===== config.mk =====
export PLATFORM = sky130hd
export DESIGN_NAME = uart_tx_arbiter
export DESIGN_NICKNAME = d
export VERILOG_FILES = /design/src/rtl/uart_tx_arbiter.sv
export SDC_FILE = /design/constraint.sdc
export NUM_CORES = 1
export LEC_CHECK = 0
export ABC_AREA = 1
export CORE_UTILIZATION = 25
export CTS_CLUSTER_DIAMETER = 100
export CTS_CLUSTER_SIZE = 14
export DETAILED_ROUTE_END_ITERATION = 10
export HOLD_SLACK_MARGIN = 0.08
export SYNTH_ARGS = -nofsm -noshare
export SYNTH_HDL_FRONTEND = slang
export SYNTH_SLANG_ARGS = --single-unit

===== constraint.sdc =====
create_clock -name clk -period 2.09 [get_ports clk]
set_input_delay 0.209 -clock clk [delete_from_list [all_inputs] [get_ports clk]]
set_output_delay 0.209 -clock clk [all_outputs]
set_load 0.05 [all_outputs]

===== src/rtl/uart_tx_arbiter.sv =====
// Round-robin packet arbiter feeding a single UART TX FIFO.
// A grant is held until last byte, length limit or stall timeout.
module uart_tx_arbiter #(
  parameter int N_REQ       = 4,
  parameter int TIMEOUT_CYC = 1000,
  parameter int MAX_LEN     = 64,
  localparam int GW = (N_REQ > 1) ? $clog2(N_REQ) : 1
) (
  input  logic               clk,
  input  logic               reset_n,
  input  logic [N_REQ-1:0]   req_valid,
  input  logic [8*N_REQ-1:0] req_data,
  input  logic [N_REQ-1:0]   req_last,
  output logic [N_REQ-1:0]   req_ready,
  input  logic               fifo_full,
  output logic               wr,
  output logic [7:0]         w_data,
  output logic               busy,
  output logic [GW-1:0]      grant_id,
  output logic               pkt_done,
  output logic               timeout_err,
  output logic               len_err
);

  localparam int SW = $clog2(TIMEOUT_CYC + 1);
  localparam logic [SW-1:0] STALL_MAX = SW'(TIMEOUT_CYC - 1);
  localparam logic [6:0] LEN_LAST = 7'(MAX_LEN - 1);

  typedef enum logic {IDLE, XFER} state_t;

  state_t          state;
  state_t          state_nxt;
  logic [GW-1:0]   last_grant;
  logic [GW-1:0]   pick;
  logic [6:0]      byte_cnt;
  logic [6:0]      byte_inc;
  logic [SW-1:0]   stall_cnt;
  logic [SW-1:0]   stall_inc;
  logic            xfer;
  logic            any_valid;
  logic            cur_valid;
  logic            cur_last;
  logic [7:0]      cur_data;
  logic            accept;
  logic            stall;
  logic            end_last;
  logic            end_len;
  logic            end_tmo;
  logic            end_any;

  // Search starts just past the previous winner so every requester gets a turn.
  function automatic logic [GW-1:0] rr_pick(
    input logic [N_REQ-1:0] v,
    input logic [GW-1:0]    last
  );
    logic [GW-1:0] p;
    logic          hit;
    int            k;
    p   = last;
    hit = 1'b0;
    for (int i = 1; i <= N_REQ; i++) begin
      k = (int'(last) + i) % N_REQ;
      if (!hit && v[k[GW-1:0]]) begin
        p   = k[GW-1:0];
        hit = 1'b1;
      end
    end
    return p;
  endfunction

  assign pick      = rr_pick(req_valid, last_grant);
  assign any_valid = |req_valid;
  assign xfer      = (state == XFER);
  assign cur_valid = req_valid[grant_id];
  assign cur_last  = req_last[grant_id];
  assign cur_data  = req_data[{grant_id, 3'b000} +: 8];

  assign accept   = xfer & cur_valid & ~fifo_full;
  assign stall    = xfer & ~cur_valid & ~fifo_full;
  assign byte_inc = (&byte_cnt) ? byte_cnt : byte_cnt + 7'd1;
  assign stall_inc = (&stall_cnt) ? stall_cnt : stall_cnt + SW'(1);
  assign end_last = accept & cur_last;
  assign end_len  = accept & ~cur_last & (byte_cnt == LEN_LAST);
  assign end_tmo  = stall & (stall_inc >= STALL_MAX);
  assign end_any  = end_last | end_len | end_tmo;

  always_ff @(posedge clk or negedge reset_n) begin
    if (!reset_n) state <= IDLE;
    else          state <= state_nxt;
  end

  always_comb begin
    state_nxt = state;
    unique case (state)
      IDLE: if (any_valid) state_nxt = XFER;
      XFER: if (end_any)   state_nxt = IDLE;
      default: state_nxt = IDLE;
    endcase
  end

  always_comb begin
    req_ready = '0;
    wr        = accept;
    w_data    = xfer ? cur_data : 8'h00;
    busy      = xfer;
    if (xfer && !fifo_full) req_ready[grant_id] = 1'b1;
  end

  always_ff @(posedge clk or negedge reset_n) begin
    if (!reset_n) begin
      grant_id    <= '0;
      last_grant  <= GW'(N_REQ - 1);
      byte_cnt    <= '0;
      stall_cnt   <= '0;
      pkt_done    <= 1'b0;
      timeout_err <= 1'b0;
      len_err     <= 1'b0;
    end else begin
      pkt_done    <= end_last;
      timeout_err <= end_tmo;
      len_err     <= end_len;
      if (!xfer) begin
        if (any_valid) begin
          grant_id  <= pick;
          byte_cnt  <= '0;
          stall_cnt <= '0;
        end
      end else begin
        if (accept) begin
          byte_cnt  <= byte_inc;
          stall_cnt <= '0;
        end else if (stall) begin
          stall_cnt <= stall_inc;
        end
        if (end_any) last_grant <= grant_id;
      end
    end
  end

endmodule


==> impl_metrics.csv, run 1 <==
group,metric,value,unit
run_status,status,"finished clean",
timing,fin_skew,0.00265,ns
floorplan,die_y,86.3,um
critical_path,crit_arrival,1.66,ns
grt,antenna_found_initial,0,
clock_network,clk_pin_slew,0.09,ns
floorplan,initial_core_util,26.0,%
critical_path,critical_path_class,"reg2out",
grt,grt_usage,14.3,%
final_layout,multi_input_area,1050,um2
grt,grt_pass1_vias,1886,
clock_network,cts_buffer_depth,2,
timing,finalHoldViolations,0,
yosys,synth_nets,285,
timing,slew_viol_final,0,
floorplan,io_pins,62,
grt,grt_pass1_wl,8.47,mm
routing,vias_per_cell,4.60,
final_layout,seq_area,629,um2
timing,timing.slew.headroom,66.0,%
clock_network,insertion_delay,0.27,ns
grt,grt-ovfl-total,0,
critical_path,critPathLaunchType,"flip-flop",
placement,port_buffers,61,
yosys,yosys.cell_types.count,35,
placement,gp_routability_congestion,0.873,
placement,dp_hpwl,3.97,mm
yosys,yosysWarningCount,0,
yosys,syn_inst,240,
final_layout,antenna_cells,0,
yosys,synth_edf_count,0,
power,vdd_drop_max,929,uV
timing,worstMarginPinSlew,0.509,ns
clock_network,cts_htree_levels,1,
yosys,yosys_most_used_dff,"dfrtp_1",
yosys,yosysSeqAreaShare,35.3,%
routing,drtIter0Drc,59,
critical_path,crit_path_max_fanout,5,
grt,grt_max_degree,26,
floorplan,rows,30,
floorplan,dieArea,7450,um2
timing,timing.fmax,536,MHz
clock_network,cts.sink_count,25,
routing,dr.pass1.iters,4,
routing,vias,1861,
clock_network,cts_buffers,3,
power,power_density,1340,nW/um2
timing,final-setup-viol-count,0,
critical_path,r2r_cells,13,
yosys,async_reset_ff_share,100,%
yosys,syn_area,1780,um2
routing,drc,0,
power,total_leakage_power,1.20,nW
final_layout,final_nets,355,
critical_path,cp_data_required_time,1.88,ns
routing,avgRoutedWirePerCell,12.2,um
timing,finalCritPeriodShare,89.3,%
timing,hold_ws,0.303,ns
flow_run,max_cap_viol_count,0,
yosys,avgSynthCellArea,7.41,um2
floorplan,coreArea,6830,um2
yosys,ys_ff_latch,25,
clock_network,root_buffer,"clkbuf_8",
timing,grt_setup_unrepaired,"false",
clock_network,cts_tree,"done",
routing,ant_nets,0,
floorplan,chipWidth,86.3,um
power,power,3.69,mW
critical_path,reg2reg_slack,0.26,ns
final_layout,area.growth.synth_to_final,54.5,%
final_layout,drive_gt1_share,20.4,%
critical_path,cp-end-kind,"primary output",
final_layout,fillers,721,
timing,final.min_clock_period,1.87,ns
routing,drt-total-wl,4.92,mm
hold_path,hold_class,"in2async",
routing by layer:
layer  vias to the layer above  global-route usage (%)  part of all wire (%)
li1                        945                       -                     -
met1                       843                    15.7                    42
met2                        67                    25.5                    47
met3                         6                    5.24                   9.8
met4                         0                    5.00                   1.8
met5                         -                       0                     0
report_power, final:
part	total (mW)	switching, mW	internal (mW)
logic	2.65	1.58	1.08
clock network	0.294	0.157	0.137
registers	0.745	0.134	0.612
cell usage after synthesis, types with 3 or more instances:
library cell,count,area (um2)
nor2_4,6,67.6
dfrtp_1,23,576
nand3_1,10,50.1
nand4_1,4,25.0
nand2_1,56,210
nand2_2,3,18.8
a21oi_1,11,55.1
inv_2,7,26.3
a22oi_1,18,135
o21ai_0,9,45.0
xor2_1,5,43.8
inv_1,26,97.6
o22ai_1,4,25.0
o31ai_1,3,22.5
nor2_1,28,105
layout make-up:
cell class | count | share of cell area, %
flip-flops and latches | 25 | 22.9
well taps | 96 | 4.37
inverters | 35 | 4.96
repair buffers | 66 | 27.9
multi-input cells | 179 | 38.3
clock buffers | 4 | 1.64
worst max-delay path: stages (launching register included):
cell     delay, ns
dfrtp_1       0.45
inv_2         0.10
nand2_1       0.13
o21ai_2       0.08
nor2_4        0.21
nand2_4       0.11
inv_1         0.14
buf_12        0.15
worst paths after layout:
check,endpoint,from
max in group asynchronous,last_grant[1],reset_n
min in group clk,len_err,byte_cnt[6]
worst max register to register,last_grant[0],stall_cnt[1]
worst min-delay path,stall_cnt[3],reset_n
worst max-delay path,wr,grant_id[1]
worst min register to register,len_err,byte_cnt[6]
placed cells by master (no fill, tap or decap), types with 2 or more instances in the layout:
master | synthesis | layout
nand2_2 | 3 | 4
nand4_1 | 4 | 4
a21oi_2 | 1 | 9
nand3_1 | 10 | 10
o21ai_1 | 2 | 2
dfrtp_1 | 23 | 22
o22ai_1 | 4 | 4
nor2_4 | 6 | 6
a22oi_1 | 18 | 18
buf_4 | 0 | 6
ha_1 | 2 | 2
nor2_1 | 28 | 28
o21ai_2 | 2 | 2
a21oi_1 | 11 | 3
a32o_1 | 2 | 2
o21ai_0 | 9 | 9
clkdlybuf4s50_1 | 0 | 48
buf_12 | 0 | 12
clkbuf_8 | 0 | 3
dfstp_2 | 2 | 2
nand2_4 | 2 | 2
xor2_1 | 5 | 5
inv_1 | 26 | 26
o31ai_1 | 3 | 3
nand2_1 | 56 | 55
inv_2 | 7 | 7
kinds of logic (layout without fill, tap and decap cells):
kind of cell / count (synthesis) / count (layout) / synth area share, %
adder cells (fa/ha/maj): 2 / 2 / 1.41
buffers and inverters: 36 / 105 / 7.67
XOR/XNOR: 5 / 5 / 2.46
flip-flops: 25 / 25 / 35.3
AND/OR/NAND/NOR: 116 / 116 / 32.0
AO/OA/AOI/OAI: 56 / 56 / 21.1
sequential cells by signal (all words and copies together), names as in the netlist:
name	count
byte_cnt	7
pkt_done	1
timeout_err	1
len_err	1
stall_cnt	10
grant_id	2
busy	1
last_grant	2
through the flow:
step / TNS, ns / utilization, % / setup WS (ns) / cells / cell area, um2
after floorplan: -0.00258 / - / -0.00258 / 240 / 1810
after global placement: 0 / 39.5 / 0.247 / 401 / 2700
after detailed placement: 0 / 39.5 / 0.216 / 401 / 2700
after CTS: 0 / 40.1 / 0.0808 / 405 / 2740
after global routing: 0 / 40.2 / 0.0865 / 405 / 2750
final: 0 / 40.2 / 0.224 / 405 / 2750
what timing repair did:
action / CTS / global route
setup endpoints to repair: 0 / 7
hold buffers: 0 / 0
resized for setup: 0 / 3
buffers inserted: 0 / 0
Note: power is estimated with default switching activity, not from simulation.
==> inputs of run 2 (changes only) <==
--- a/config.mk
+++ b/config.mk
@@ -6,11 +6,14 @@
 export NUM_CORES = 1
 export LEC_CHECK = 0
 export ABC_AREA = 1
+export CELL_PAD_IN_SITES_DETAIL_PLACEMENT = 1
+export CELL_PAD_IN_SITES_GLOBAL_PLACEMENT = 1
 export CORE_UTILIZATION = 25
 export CTS_CLUSTER_DIAMETER = 100
 export CTS_CLUSTER_SIZE = 14
 export DETAILED_ROUTE_END_ITERATION = 10
 export HOLD_SLACK_MARGIN = 0.08
+export PLACE_DENSITY_LB_ADDON = 0.1
 export SYNTH_ARGS = -nofsm -noshare
 export SYNTH_HDL_FRONTEND = slang
 export SYNTH_SLANG_ARGS = --single-unit
==> impl_metrics.csv, run 2 (same netlist as run 1, synthesis figures left out) <==
group,metric,value,unit
run_status,status,"finished clean",
routing,dr.pass1.iters,4,
power,power_density,1320,nW/um2
grt,grt-ovfl-total,0,
placement,place_inst,400,
grt,grt_pass1_wl,9.45,mm
critical_path,crit_path_max_fanout,5,
routing,avgRoutedWirePerCell,13.4,um
timing,timing.slew.headroom,66.1,%
clock_network,clk_pin_slew,0.08,ns
critical_path,crit_buf_inv,3,
critical_path,worstPathCellList,"inv_2 > nand2_1 > o21ai_2 > nor2_4 > nand2_4 > inv_1 > buf_12",
timing,final-setup-viol-count,0,
floorplan,initial_core_util,26.0,%
flow_run,max_cap_viol_count,0,
final_layout,final_common_cell,"nand2_1",
clock_network,cts_buffer_depth,2,
critical_path,critical_path_class,"reg2out",
routing,highest_layer,"met4",
grt,antenna_found_initial,0,
clock_network,cts_tree,"done",
timing,finalHoldViolations,0,
final_layout,largest_reg_flops,10,
routing,wl_met1,2.31,mm
routing,drc,0,
final_layout,multi_input_area,1050,um2
clock_network,cts_htree_levels,1,
final_layout,reg_top3,"stall_cnt: 10 flops, byte_cnt: 7 flops",
timing,grt_setup_unrepaired,"false",
final_layout,antenna_cells,0,
clock_network,post_cts_buffers,0,
routing,vias_per_cell,4.65,
final_layout,seq_area,629,um2
floorplan,io_pins,62,
grt,grt_pass1_vias,1993,
timing,slew_viol_final,0,
grt,grt_max_degree,26,
grt,grt_usage,16.3,%
floorplan,die_y,86.3,um
routing,drt-total-wl,5.43,mm
timing,timing.fmax,522,MHz
power,total_leakage_power,1.19,nW
final_layout,max_flop_register,"stall_cnt",
hold_path,hold_class,"in2async",
clock_network,root_buffer,"clkbuf_8",
timing,final.min_clock_period,1.92,ns
critical_path,cp-end-kind,"primary output",
timing,fin_skew,0.00479,ns
critical_path,crit_family,"flip-flops",
floorplan,coreArea,6830,um2
power,vdd_drop_max,905,uV
critical_path,slowest_stage,"dfrtp_1",
routing,vias,1878,
critical_path,slowest_delay,0.49,ns
final_layout,fin_cells,404,
power,power,3.60,mW
clock_network,insertion_delay,0.27,ns
routing,met3_length,430,um
routing,ant_nets,0,
clock_network,cts.sink_count,25,
placement,gp_routability_congestion,0.760,
final_layout,final_nets,354,
clock_network,cts_buffers,3,
final_layout,fillers,836,
timing,setup_ws,0.174,ns
floorplan,dieArea,7450,um2
placement,dp_hpwl,4.50,mm
timing,worstMarginPinSlew,0.507,ns
final_layout,drive_gt1_share,20.1,%
floorplan,rows,30,
final_layout,area.growth.synth_to_final,52.7,%
critical_path,cp_data_required_time,1.88,ns
critical_path,critPathLaunchType,"flip-flop",
placement,pre_cts_ws,0.172,ns
placement,port_buffers,61,
routing,drtIter0Drc,75,
routing,met2_length,2.62,mm
placement,place_area,2660,um2
timing,finalCritPeriodShare,91.7,%
critical_path,crit_arrival,1.71,ns
timing,tns,0,ns
final_layout,final_cell_mix,"nand2_1 (55), clkdlybuf4s50_1 (48), nor2_1 (28), inv_1 (26), dfrtp_1 (22)",
floorplan,chipWidth,86.3,um
final_layout,design_area,2720,um2
-- run 2: what timing repair did --
action                                  in CTS  in global routing
endpoints found under the setup margin       0                  8
resized for setup                            0                  3
hold buffers                                 0                  0
-- run 2: final cells by class --
class / instances / area share [%]
clock buffers: 4 / 1.66
inverters: 35 / 5.02
repair buffers: 65 / 27.0
multi-input cells: 179 / 38.7
well taps: 96 / 4.42
flip-flops and latches: 25 / 23.2
-- run 2: layer usage --
| layer | vias to the layer above | GRT usage (%) |
|---|---|---|
| li1 | 948 | - |
| met1 | 869 | 19.5 |
| met2 | 56 | 28.1 |
| met3 | 5 | 5.24 |
| met4 | 0 | 4.55 |
| met5 | - | 0 |
-- run 2: worst paths after layout --
kind,startpoint,to,slack (ns),cells after the start
max,grant_id[1],wr,0.17,7
min,reset_n,timeout_err,0.30,2
max reg2reg,stall_cnt[0],last_grant[0],0.30,13
min reg2reg,last_grant[0],last_grant[0],0.52,2
max in group asynchronous,reset_n,last_grant[1],1.50,2
min in group clk,last_grant[0],last_grant[0],0.52,2
-- run 2: through the flow --
step           util (%)  hold slack, ns
2_1_floorplan         -         -0.0866
3_3_place_gp       39.0           0.516
3_5_place_dp       39.0           0.517
4_1_cts            39.6           0.314
5_1_grt            39.7           0.334
6_report           39.7           0.302
-- run 2: power breakdown --
group          internal [mW]  total (mW)  switching, mW
sequential             0.612       0.762          0.151
clock                  0.137       0.293          0.156
combinational          0.988        2.54           1.55
total                   1.74        3.60           1.86
-- run 2: worst register-to-register path, stage by stage, from the launching register on --
cell and delay [ns]:
dfrtp_1 0.38, ha_1 0.17, nand2_1 0.10, nor2_4 0.15, nand3_2 0.20, nand2_1 0.11, nand2_1 0.07, nor2_1 0.11
nand2_1 0.06, nand2_1 0.10, nand3_4 0.10, nand2_2 0.09, nand2_1 0.05, nand2_1 0.06
==> inputs of run 3 (changes only) <==
--- a/config.mk
+++ b/config.mk
@@ -8,7 +8,7 @@
 export ABC_AREA = 1
 export CELL_PAD_IN_SITES_DETAIL_PLACEMENT = 1
 export CELL_PAD_IN_SITES_GLOBAL_PLACEMENT = 1
-export CORE_UTILIZATION = 25
+export CORE_UTILIZATION = 32
 export CTS_CLUSTER_DIAMETER = 100
 export CTS_CLUSTER_SIZE = 14
 export DETAILED_ROUTE_END_ITERATION = 10
==> constraint.sdc (replaced) <==
create_clock -name clk -period 2.09 [get_ports clk]
set_input_delay 0.627 -clock clk [delete_from_list [all_inputs] [get_ports clk]]
set_output_delay 0.627 -clock clk [all_outputs]
set_load 0.05 [all_outputs]
==> impl_metrics.csv, run 3 (same netlist as run 1, synthesis figures left out) <==
group,metric,value,unit
timing,slew_viol_final,0,
final_layout,final_nets,388,
clock_network,clk_pin_slew,0.09,ns
final_layout,design_area,3200,um2
final_layout,area.growth.synth_to_final,80.2,%
final_layout,antenna_cells,0,
floorplan,chipWidth,76.5,um
flow_run,max_cap_viol_count,0,
grt,antenna_found_initial,0,
timing,final.min_clock_period,2.26,ns
routing,drc,0,
clock_network,insertion_delay,0.27,ns
routing,vias,2107,
timing,final-setup-viol-count,9,
critical_path,critical_path_class,"reg2out",
timing,finalCritPeriodShare,108,%
power,total_leakage_power,1.41,nW
grt,grt_max_degree,26,
routing,drtIter0Drc,70,
placement,pre_cts_ws,-0.317,ns
critical_path,cp_data_required_time,1.46,ns
critical_path,cp-end-kind,"primary output",
critical_path,critPathLaunchType,"flip-flop",
final_layout,multi_input_area,1240,um2
floorplan,dieArea,5860,um2
timing,worstMarginPinSlew,0.490,ns
timing,setup_ws,-0.168,ns
placement,dp_hpwl,4.93,mm
final_layout,final_common_cell,"nand2_1",
grt,grt_usage,25.1,%
final_layout,largest_reg_flops,10,
grt,grt_pass1_wl,11.5,mm
clock_network,root_buffer,"clkbuf_8",
clock_network,cts.sink_count,25,
floorplan,io_pins,62,
grt,grt-ovfl-total,0,
routing,ant_nets,0,
critical_path,crit_path_max_fanout,6,
timing,grt_setup_unrepaired,"true",
timing,timing.fmax,443,MHz
routing,dr.pass1.iters,4,
floorplan,rows,26,
floorplan,initial_core_util,33.9,%
routing,drt-total-wl,7.01,mm
placement,port_buffers,61,
timing,timing.slew.headroom,67.2,%
run_status,failed_checks,"negative setup slack",
routing,vias_per_cell,5.11,
placement,gp_routability_congestion,0.798,
critical_path,crit_arrival,1.63,ns
final_layout,reg_top3,"stall_cnt: 10 flops, byte_cnt: 7 flops",
clock_network,cts_buffer_depth,2,
power,power_density,1420,nW/um2
final_layout,fin_util,61.2,%
final_layout,fin_cells,412,
timing,fin_skew,0.0124,ns
routing,avgRoutedWirePerCell,17.0,um
final_layout,seq_area,632,um2
timing,hold_ws,0.518,ns
clock_network,cts_htree_levels,1,
clock_network,cts_buffers,3,
final_layout,fillers,618,
clock_network,cts_tree,"done",
timing,finalHoldViolations,0,
floorplan,die_y,76.5,um
run_status,status,"finished, violations left",
final_layout,drive_gt1_share,36.3,%
placement,place_inst,396,
power,vdd_drop_max,1120,uV
final_layout,final_cell_mix,"nand2_1 (54), clkdlybuf4s50_1 (38), buf_4 (38), inv_1 (24), nor2_1 (24)",
grt,grt_pass1_vias,2305,
placement,place_area,2920,um2
hold_path,hold_class,"reg2reg",
floorplan,coreArea,5240,um2
final_layout,max_flop_register,"stall_cnt",
## run 3: timing repair
| item | 4_1_cts | 5_1_grt |
|---|---|---|
| hold buffers | 0 | 0 |
| pin swaps | 19 | 2 |
| resized for setup | 34 | 3 |
| buffers inserted | 9 | 3 |
| endpoints found under the setup margin | 13 | 14 |
## run 3: routing by layer
layer | up-vias | global-route usage (%) | routed length (um)
met5 | - | 0 | 0
met3 | 14 | 4.07 | 237
met4 | 0 | 5.96 | 173
met2 | 46 | 48.4 | 3850
met1 | 1035 | 28.4 | 2750
li1 | 1012 | - | -
## run 3: metrics by stage
stage	TNS (ns)	power, mW
2_1_floorplan	-0.0765	2.50
3_3_place_gp	-3.47	3.80
3_5_place_dp	-4.58	3.84
4_1_cts	-0.834	4.48
5_1_grt	-1.75	4.78
6_report	-1.16	4.54
## run 3: final cells by class
cell class                      instances  area share [%]
Multi-Input combinational cell        179            38.9
Timing Repair Buffer                   99            32.6
Sequential cell                        25            19.7
Inverter                               35            4.65
Tap cell                               70            2.73
Clock buffer                            4            1.41
## run 3: final timing paths
check	start	endpoint	slack, ns	depth (start not counted)
max reg2reg	grant_id[0]	last_grant[1]	0.14	14
min in group asynchronous	reset_n	stall_cnt[4]	0.71	2
min reg2reg	last_grant[0]	last_grant[0]	0.52	2
max in group asynchronous	reset_n	last_grant[1]	1.08	2
min	last_grant[0]	last_grant[0]	0.52	2
max	grant_id[0]	wr	-0.17	8
## run 3: power by group
part | total, mW | internal [mW] | switching (mW)
Clock | 0.289 | 0.136 | 0.152
Sequential | 0.740 | 0.615 | 0.125
Combinational | 3.52 | 1.54 | 1.97
## run 3: critical path, cell delays in order, from the launching register on
cell,delay (ns)
dfrtp_2,0.48
buf_6,0.14
nor2_4,0.16
nand2_2,0.09
o21ai_2,0.08
nor2_4,0.06
nand2_4,0.07
clkinvlp_4,0.11
buf_12,0.16
